==> config.mk <==
export PLATFORM = sky130hd
export DESIGN_NAME = serial_subtractor
export DESIGN_NICKNAME = d
export VERILOG_FILES = /design/src/rtl/serial_sub_pkg.sv /design/src/rtl/full_sub_cell.sv /design/src/rtl/serial_subtractor.sv
export SDC_FILE = /design/constraint.sdc
export NUM_CORES = 1
export LEC_CHECK = 0
export ABC_CLOCK_PERIOD_IN_PS = 1700
export BUFFER_PORTS_ARGS = -buffer_cell sky130_fd_sc_hd__buf_2
export CAP_MARGIN = 10
export CELL_PAD_IN_SITES_DETAIL_PLACEMENT = 0
export CELL_PAD_IN_SITES_GLOBAL_PLACEMENT = 1
export CORE_ASPECT_RATIO = 0.6
export CORE_MARGIN = 4
export CORE_UTILIZATION = 42
export CTS_CLUSTER_DIAMETER = 100
export DETAILED_ROUTE_END_ITERATION = 10
export PLACE_DENSITY = 0.82
export SETUP_SLACK_MARGIN = 0.1
export SLEW_MARGIN = 30
export SYNTH_ARGS = -nofsm -noshare
export SYNTH_HDL_FRONTEND = slang
export SYNTH_SLANG_ARGS = --single-unit
==> constraint.sdc <==
create_clock -name clk -period 1.7 [get_ports clk]
set_input_delay 0.17 -clock clk [delete_from_list [all_inputs] [get_ports clk]]
set_output_delay 0.17 -clock clk [all_outputs]
set_load 0.02 [all_outputs]
==> src/rtl/serial_sub_pkg.sv <==
// Shared types and sizing helpers for the bit-serial subtractor.
package serial_sub_pkg;

    typedef enum logic [1:0] {IDLE, RUN, DONE} state_t;

    localparam int DEFAULT_WIDTH = 8;

    // Counter must hold values 0..WIDTH
    function automatic int cnt_width(input int width);
        return $clog2(width + 1);
    endfunction

endpackage

==> src/rtl/full_sub_cell.sv <==
// Combinational full-subtractor cell: x = a - b - c (difference bit), y = borrow out.
module full_sub_cell (
    input  logic a,
    input  logic b,
    input  logic c,
    output logic x,
    output logic y
);

    assign x = a ^ b ^ c;
    assign y = (~a & b) | (~(a ^ b) & c);

endmodule

==> src/rtl/serial_subtractor.sv <==
// Bit-serial ripple subtractor: diff = a - b - bin, one bit per clock, LSB first.
// Optional macro SERIAL_SUB_OVF_EN adds a two's-complement overflow output ovf.
module serial_subtractor
    import serial_sub_pkg::*;
#(
    parameter int WIDTH = DEFAULT_WIDTH
) (
    input  logic             clk,
    input  logic             rst_n,
    input  logic             in_valid,
    output logic             in_ready,
    input  logic [WIDTH-1:0] a,
    input  logic [WIDTH-1:0] b,
    input  logic             bin,
    output logic             out_valid,
    input  logic             out_ready,
    output logic [WIDTH-1:0] diff,
    output logic             bout
`ifdef SERIAL_SUB_OVF_EN
    ,
    output logic             ovf
`endif
);

    localparam int CW = cnt_width(WIDTH);
    localparam logic [CW-1:0] LAST = CW'(WIDTH - 1);

    state_t           r_state;
    logic [WIDTH-1:0] r_a;
    logic [WIDTH-1:0] r_b;
    logic             r_br;
    logic [CW-1:0]    r_cnt;
    logic [WIDTH-1:0] r_diff;
    logic             r_bout;
    logic             r_out_valid;
    logic             r_ovf;

    logic             w_d;
    logic             w_br_next;
    logic [WIDTH-1:0] w_a_next;

    full_sub_cell u_cell (
        .a (r_a[0]),
        .b (r_b[0]),
        .c (r_br),
        .x (w_d),
        .y (w_br_next)
    );

    // Difference bits fill the minuend register from the MSB as its bits are consumed,
    // so after WIDTH shifts it holds the full result.
    if (WIDTH == 1) begin : g_w1
        assign w_a_next = w_d;
    end else begin : g_wn
        assign w_a_next = {w_d, r_a[WIDTH-1:1]};
    end

    always_ff @(posedge clk or negedge rst_n) begin
        if (!rst_n) begin
            r_state     <= IDLE;
            r_a         <= '0;
            r_b         <= '0;
            r_br        <= 1'b0;
            r_cnt       <= '0;
            r_diff      <= '0;
            r_bout      <= 1'b0;
            r_out_valid <= 1'b0;
            r_ovf       <= 1'b0;
        end else begin
            case (r_state)
                IDLE: begin
                    if (in_valid) begin
                        r_a     <= a;
                        r_b     <= b;
                        r_br    <= bin;
                        r_cnt   <= '0;
                        r_state <= RUN;
                    end
                end
                RUN: begin
                    r_a   <= w_a_next;
                    r_b   <= r_b >> 1;
                    r_br  <= w_br_next;
                    r_cnt <= r_cnt + CW'(1);
                    if (r_cnt == LAST) begin
                        r_diff      <= w_a_next;
                        r_bout      <= w_br_next;
                        r_ovf       <= r_br ^ w_br_next;
                        r_out_valid <= 1'b1;
                        r_state     <= DONE;
                    end
                end
                DONE: begin
                    if (out_ready) begin
                        r_out_valid <= 1'b0;
                        r_state     <= IDLE;
                    end
                end
                default: r_state <= IDLE;
            endcase
        end
    end

    assign in_ready  = (r_state == IDLE);
    assign out_valid = r_out_valid;
    assign diff      = r_diff;
    assign bout      = r_bout;

`ifdef SERIAL_SUB_OVF_EN
    assign ovf = r_ovf;
`else
    logic w_ovf_unused;
    assign w_ovf_unused = r_ovf;
`endif

endmodule
==> flow_summary.ini, run 1 <==
[status]
outcome = complete, no violations

[clock_network]
cts.path.max_buffers = 2
htreeDepth = 2
clk-insertion-delay-late_ns = 0.28
cts.sinks = 33
clock-root-buffer = clkbuf_8
numCtsBuffers = 5
cts.reportedPaths.clkPinSlew_ns = 0.06
cts_tree = yes

[die]
initial_core_util = 0.456
core_area_sq_um = 3400
die_x_microns = 86.4
row_count = 16
fp.dieH_microns = 55.1
io_pins = 32
die_area_sq_um = 4760

[synthesis]
ys.warnings.count = 0
synth.largest_area_cell = dfrtp_1
synth_edf_count = 0
avgSynthCellArea_sq_um = 11.2
synth_seq_area_share = 0.533
synth_nets = 162
synth_top_area_share = 0.533
synth_cells = 139
async_flop_share = 1.00
syn_area_sq_um = 1550
netlist_top_cells_area = dfrtp_1 (53%), a22oi_1 (7.3%), mux2_4 (6.8%), o21ai_0 (4.5%), nor2b_1 (3.6%)
synthFlopType = dfrtp_1
synth.distinct_cells = 29
ys_ff_latch = 33

[worst_setup_path]
crit_fanout = 10
end_kind = primary output
crit_required_ns = 1.53
crit_type = reg2out
cp.arrival_ns = 1.36
setup.worst_path.start_class = flip-flop

[routing]
viasPerCell = 5.26
wl_per_cell_microns = 15.6
drtIter0Drc = 49
routed_wirelength_mm = 3.49
antenna_left = 0
dr.pass1.iters = 4
drc = 0
via_count = 1173

[global_routing]
grt_max_degree = 34
overflow = 0
grt_pass1_wl_mm = 5.93
grt_pass1_vias = 1228
antenna_found_initial = 0
gr-usage-all-layers = 0.172

[flow_run]
maxCapViolations = 0

[hold_path]
worstHoldPathType = in2reg

[place]
dp_hpwl_mm = 2.56
dp_cells = 213
place_congestion = 0.788
portBuffers = 31

[sta]
hold_violations = 0
slew_headroom = 0.496
worstMarginPinSlew_ns = 0.756
fin_worst_skew_ns = 0.00532
post-route-min-period_ns = 1.53
fin_crit_sh = 0.898
rsz0062_at_grt = false
finalSetupViolations = 0
clock.fmax_ghz = 0.655
finalSetupTns_ns = 0
maxSlewViolCount = 0

[pwr]
power_density_nw_per_um2 = 1810
total_leakage_power_nw = 0.873
total_power_mw = 3.41
vdd.ir_drop.worst_uv = 846

[cells_and_area]
fin_nets = 201
area_delta_synth_final_pct = 21.9
drive_gt1_frac = 0.348
n_antenna_cell = 0
final_cells = 223
==> path summary, 6_finish.rpt <==
kind,start,to,slack [ns],cells past startpoint
worst max-delay path,r_state[0]$_DFFE_PN0P_,in_ready,0.17,4
worst min-delay path,a[1],r_a[1]$_DFFE_PN0P_,0.17,3
worst max register to register,r_cnt[1]$_DFFE_PN0P_,diff[5]$_DFFE_PN0P_,0.19,5
worst min register to register,out_valid$_DFFE_PN0P_,out_valid$_DFFE_PN0P_,0.49,1
max in group asynchronous,rst_n,r_cnt[2]$_DFFE_PN0P_,0.72,2
min in group asynchronous,rst_n,r_a[6]$_DFFE_PN0P_,0.50,2
==> cells in the final DEF, fill, tap and decap left out, types with 3 or more instances in the layout <==
cell       synthesis  routed
a21oi_1            7       7
a22oi_1           15      15
a2bb2oi_1          3       3
buf_2              3      31
buf_4              1      11
clkbuf_8           0       6
dfrtp_1           33      33
inv_1              3       3
mux2_4             7       7
nand2_1           13      13
nor2_1             3       3
nor2b_1            9       7
o21ai_0           14      14
o21ai_1            4       4
==> registers in the layout, indices dropped and copies added, names as in the netlist <==
signal / flops
r_cnt: 4
r_a: 8
out_valid: 1
r_br: 1
bout: 1
diff: 8
r_b: 8
r_state: 2
==> power breakdown <==
group          total, mW  switching [mW]  leakage (nW)  internal [mW]
clock network      0.591           0.270        0.0443          0.321
logic               1.45           0.741         0.414          0.707
registers           1.37           0.247         0.414           1.13
==> Yosys cell counts (2+ instances only) <==
library cell / count
dfrtp_1: 33
a22oi_1: 15
nor2_1: 3
a21oi_1: 7
nand2_1: 13
clkbuf_1: 6
a2bb2oi_1: 3
nand3_1: 2
o21ai_1: 4
o21ai_0: 14
a22o_1: 2
mux2_2: 2
mux2_4: 7
inv_1: 3
buf_2: 3
nor2b_1: 9
==> layout make-up <==
| type | count | area [sq um] |
|---|---|---|
| inverters | 3 | 11.3 |
| clock buffers | 7 | 86.3 |
| fillers | 308 | 1510 |
| multi-input cells | 92 | 662 |
| repair buffers | 43 | 248 |
| flip-flops and latches | 33 | 826 |
| well taps | 45 | 56.3 |
==> critical path, stage by stage, from the launching register on <==
cell and delay (ns):
dfrtp_1 0.43, buf_4 0.20, buf_4 0.17, nor2_1 0.11
buf_2 0.17
==> cell families (layout without fill, tap and decap cells) <==
group | count (synthesis) | after routing | share of synthesized area
compound gates | 48 | 48 | 0.199
fa+ha+maj | 2 | 2 | 0.0210
buf+inv | 14 | 53 | 0.0436
flops | 33 | 33 | 0.533
mux | 10 | 10 | 0.0888
simple gates | 32 | 32 | 0.115
==> per-layer routing <==
layer  wire length, microns  global-route usage  part of all wire
met2                   1540               0.263              0.44
met1                   1790               0.227              0.51
met3                    120              0.0503             0.034
met5                      0                   0                 0
met4                     34              0.0855            0.0097
==> timing repair <==
action,in CTS,in global routing
setup buffers,1,1
pin swaps,1,0
hold buffers,1,0
setup endpoints to repair,2,17
hold endpoints to repair,33,0
resized for setup,0,2
==> through the flow <==
| stage | area [sq um] | setup slack [ns] | util | hold slack [ns] |
|---|---|---|---|---|
| after floorplan | 1550 | 0.343 | - | -0.126 |
| after global placement | 1770 | 0.197 | 0.521 | 0.264 |
| final | 1890 | 0.174 | 0.555 | 0.168 |
| after global routing | 1890 | 0.109 | 0.555 | 0.169 |
| after detailed placement | 1770 | 0.112 | 0.521 | 0.280 |
| after CTS | 1880 | 0.104 | 0.551 | 0.165 |
No activity file was read; power rests on OpenSTA's default activity.
==> run 2, diff against run 1 <==
- ABC_AREA: default -> 1
- CAP_MARGIN: 10 -> 40
- CORE_UTILIZATION: 42 -> 40
==> run 2 against run 1 <==
Compared with the run above: maximum frequency is 12% higher; area after synthesis is 0.48% lower; utilization is 4.7 points lower; routed wire length is 4.1% higher; critical path type is now reg2reg; first-iteration DRC count is 84% higher; clock power is 11% higher; non-clock buffer count is 5 lower; largest power group is now sequential cells; sequential power hardly changed; setup slack better by 0.16 ns.
==> flow_summary.ini, run 2 <==
[cells_and_area]
regArea_sq_um = 826
area_delta_synth_final_pct = 21.2
fillers = 356
multi_input_area_sq_um = 633
final_common_cell = nand3_1
final_area_sq_um = 1870
n_antenna_cell = 0
fin_nets = 232
drive_gt1_frac = 0.286
final_cells = 257
final_cell_mix = nand3_1 (57), nand2_1 (46), dfrtp_1 (33)

[status]
outcome = complete, no violations

[worst_setup_path]
rrSetupSlack_ns = 0.34
setup.worst_path.start_class = flip-flop
end_kind = flip-flop
r2r_end = diff[7]$_DFFE_PN0P_
crit_path_top_delay_cell = dfrtp_1
path_delay_family = simple AND/OR/NAND/NOR gates
cp.arrival_ns = 1.53
crit_type = reg2reg
cpPeakStageDelay_ns = 0.42
crit_required_ns = 1.87
worstPathCellList = inv_2 -> nand2_4 -> inv_6 -> nand2_4 -> nand2_1 -> nand2_1
r2r_start = r_state[1]$_DFFE_PN0P_
r2r_cells = 6
crit_fanout = 26
crit_buf_inv = 2

[place]
place_area_sq_um = 1720
pre_cts_ws_ns = 0.344
place_congestion = 0.761
dp_cells = 244
dp_hpwl_mm = 2.41
portBuffers = 31

[synthesis]
synth_top_area_share = 0.535
synth_nets = 196
async_flop_share = 1.00
syn_area_sq_um = 1540
synth.distinct_cells = 20
synth_cells = 173
ys.warnings.count = 0
ys_ff_latch = 33
avgSynthCellArea_sq_um = 8.92
synth_seq_area_share = 0.535
synth_most_common_cell = nand3_1
ys_top_cells_by_count = nand3_1 (57), nand2_1 (46), dfrtp_1 (33)
synthFlopType = dfrtp_1
netlist_top_cells_area = dfrtp_1 (54%), nand3_1 (18%), nand2_1 (11%), nand2_2 (3.2%), buf_2 (1.9%)
synth_edf_count = 0
synth.largest_area_cell = dfrtp_1

[routing]
drtIter0Drc = 90
wl_per_cell_microns = 14.1
antenna_left = 0
drc = 0
viasPerCell = 5.16
routed_wirelength_mm = 3.63
dr.pass1.iters = 4
via_count = 1327

[global_routing]
antenna_found_initial = 0
gr-usage-met1 = 0.236
use_met2 = 0.229
overflow = 0
grt_pass1_wl_mm = 6.20
grt_use_met3 = 0.0547
grt_max_degree = 34
gr-usage-all-layers = 0.161
grt.busiest_layer = met1
grt_pass1_vias = 1303

[die]
row_count = 17
fp.dieH_microns = 56.1
initial_core_util = 0.419
io_pins = 32
die_x_microns = 88.2
die_area_sq_um = 4950
core_area_sq_um = 3680

[sta]
worstMarginPinSlew_ns = 0.312
slew_headroom = 0.792
clock.fmax_ghz = 0.734
finalSetupViolations = 0
fin_worst_skew_ns = 0.00348
hold_violations = 0
postLayoutSetupSlackWorst_ns = 0.338
rsz0062_at_grt = false
maxSlewViolCount = 0
fin_crit_sh = 0.801
finalSetupTns_ns = 0
post-route-min-period_ns = 1.36

[flow_run]
maxCapViolations = 0

[hold_path]
worstHoldPathType = in2reg
whs_endpoint = r_state[1]$_DFFE_PN0P_
hp-start = out_ready
hold_depth = 2

[pwr]
total_power_mw = 3.33
vdd.ir_drop.worst_uv = 755
total_leakage_power_nw = 0.957
power_density_nw_per_um2 = 1780

[clock_network]
cts-resized-gates = 0
cts.path.max_buffers = 2
clk-insertion-delay-late_ns = 0.28
cts.sinks = 33
cts.reportedPaths.clkPinSlew_ns = 0.07
clock-root-buffer = clkbuf_8
cts_tree = yes
numCtsBuffers = 5
htreeDepth = 2
-- run 2: cells by family after synthesis --
group / after synthesis / share of synthesized area
buffers and inverters: 15 / 0.0543
adder cells (fa/ha/maj): 2 / 0.0211
flip-flops: 33 / 0.535
AND/OR/NAND/NOR: 118 / 0.369
XOR/XNOR: 1 / 0.00568
AO/OA/AOI/OAI: 4 / 0.0146
-- run 2: repair_timing --
action | in CTS | in global routing
hold endpoints to repair | 33 | 0
pin swaps | 1 | 1
setup endpoints to repair | 1 | 1
hold buffers | 1 | 0
buffers inserted | 0 | 3
-- run 2: cell type report --
type / count / area share
Inverter: 6 / 0.0147
Multi-Input combinational cell: 125 / 0.339
Clock inverter: 1 / 0.00268
Tap cell: 47 / 0.0315
Sequential cell: 33 / 0.442
Clock buffer: 7 / 0.0515
Timing Repair Buffer: 38 / 0.119
-- run 2: worst reg2reg max path, stage by stage, from the launching register on --
cell and delay, ns:
dfrtp_1 0.42, inv_2 0.11, nand2_4 0.19, inv_6 0.23, nand2_4 0.15, nand2_1 0.10
nand2_1 0.06
-- run 2: how the worst max path moves through the flow --
| stage | start | endpoint | cells past startpoint |
|---|---|---|---|
| 6_report | r_state[1]$_DFFE_PN0P_ | diff[7]$_DFFE_PN0P_ | 6 |
| 4_1_cts | r_state[0]$_DFFE_PN0P_ | in_ready | 2 |
| 2_1_floorplan | r_cnt[0]$_DFFE_PN0P_ | diff[0]$_DFFE_PN0P_ | 7 |
| 5_1_grt | r_state[1]$_DFFE_PN0P_ | diff[7]$_DFFE_PN0P_ | 6 |
| 3_5_place_dp | r_state[1]$_DFFE_PN0P_ | diff[7]$_DFFE_PN0P_ | 6 |
| 3_3_place_gp | r_state[1]$_DFFE_PN0P_ | diff[7]$_DFFE_PN0P_ | 6 |
-- run 2: power breakdown --
group          leakage [nW]  switching, mW  internal [mW]
logic                 0.485          0.807          0.481
registers             0.417          0.260           1.12
clock network        0.0542          0.290          0.366
-- run 2: per-stage QoR --
stage	hold slack [ns]	utilization
after detailed placement	0.288	0.466
after global placement	0.270	0.466
after global routing	0.0909	0.508
after CTS	0.0798	0.496
after floorplan	-0.126	-
final	0.0921	0.508
-- run 2: metal layers --
layer | routed length [microns] | vias to the layer above
li1 | - | 649
met5 | 0 | -
met1 | 1810 | 643
met3 | 218 | 2
met4 | 11 | 0
met2 | 1590 | 33
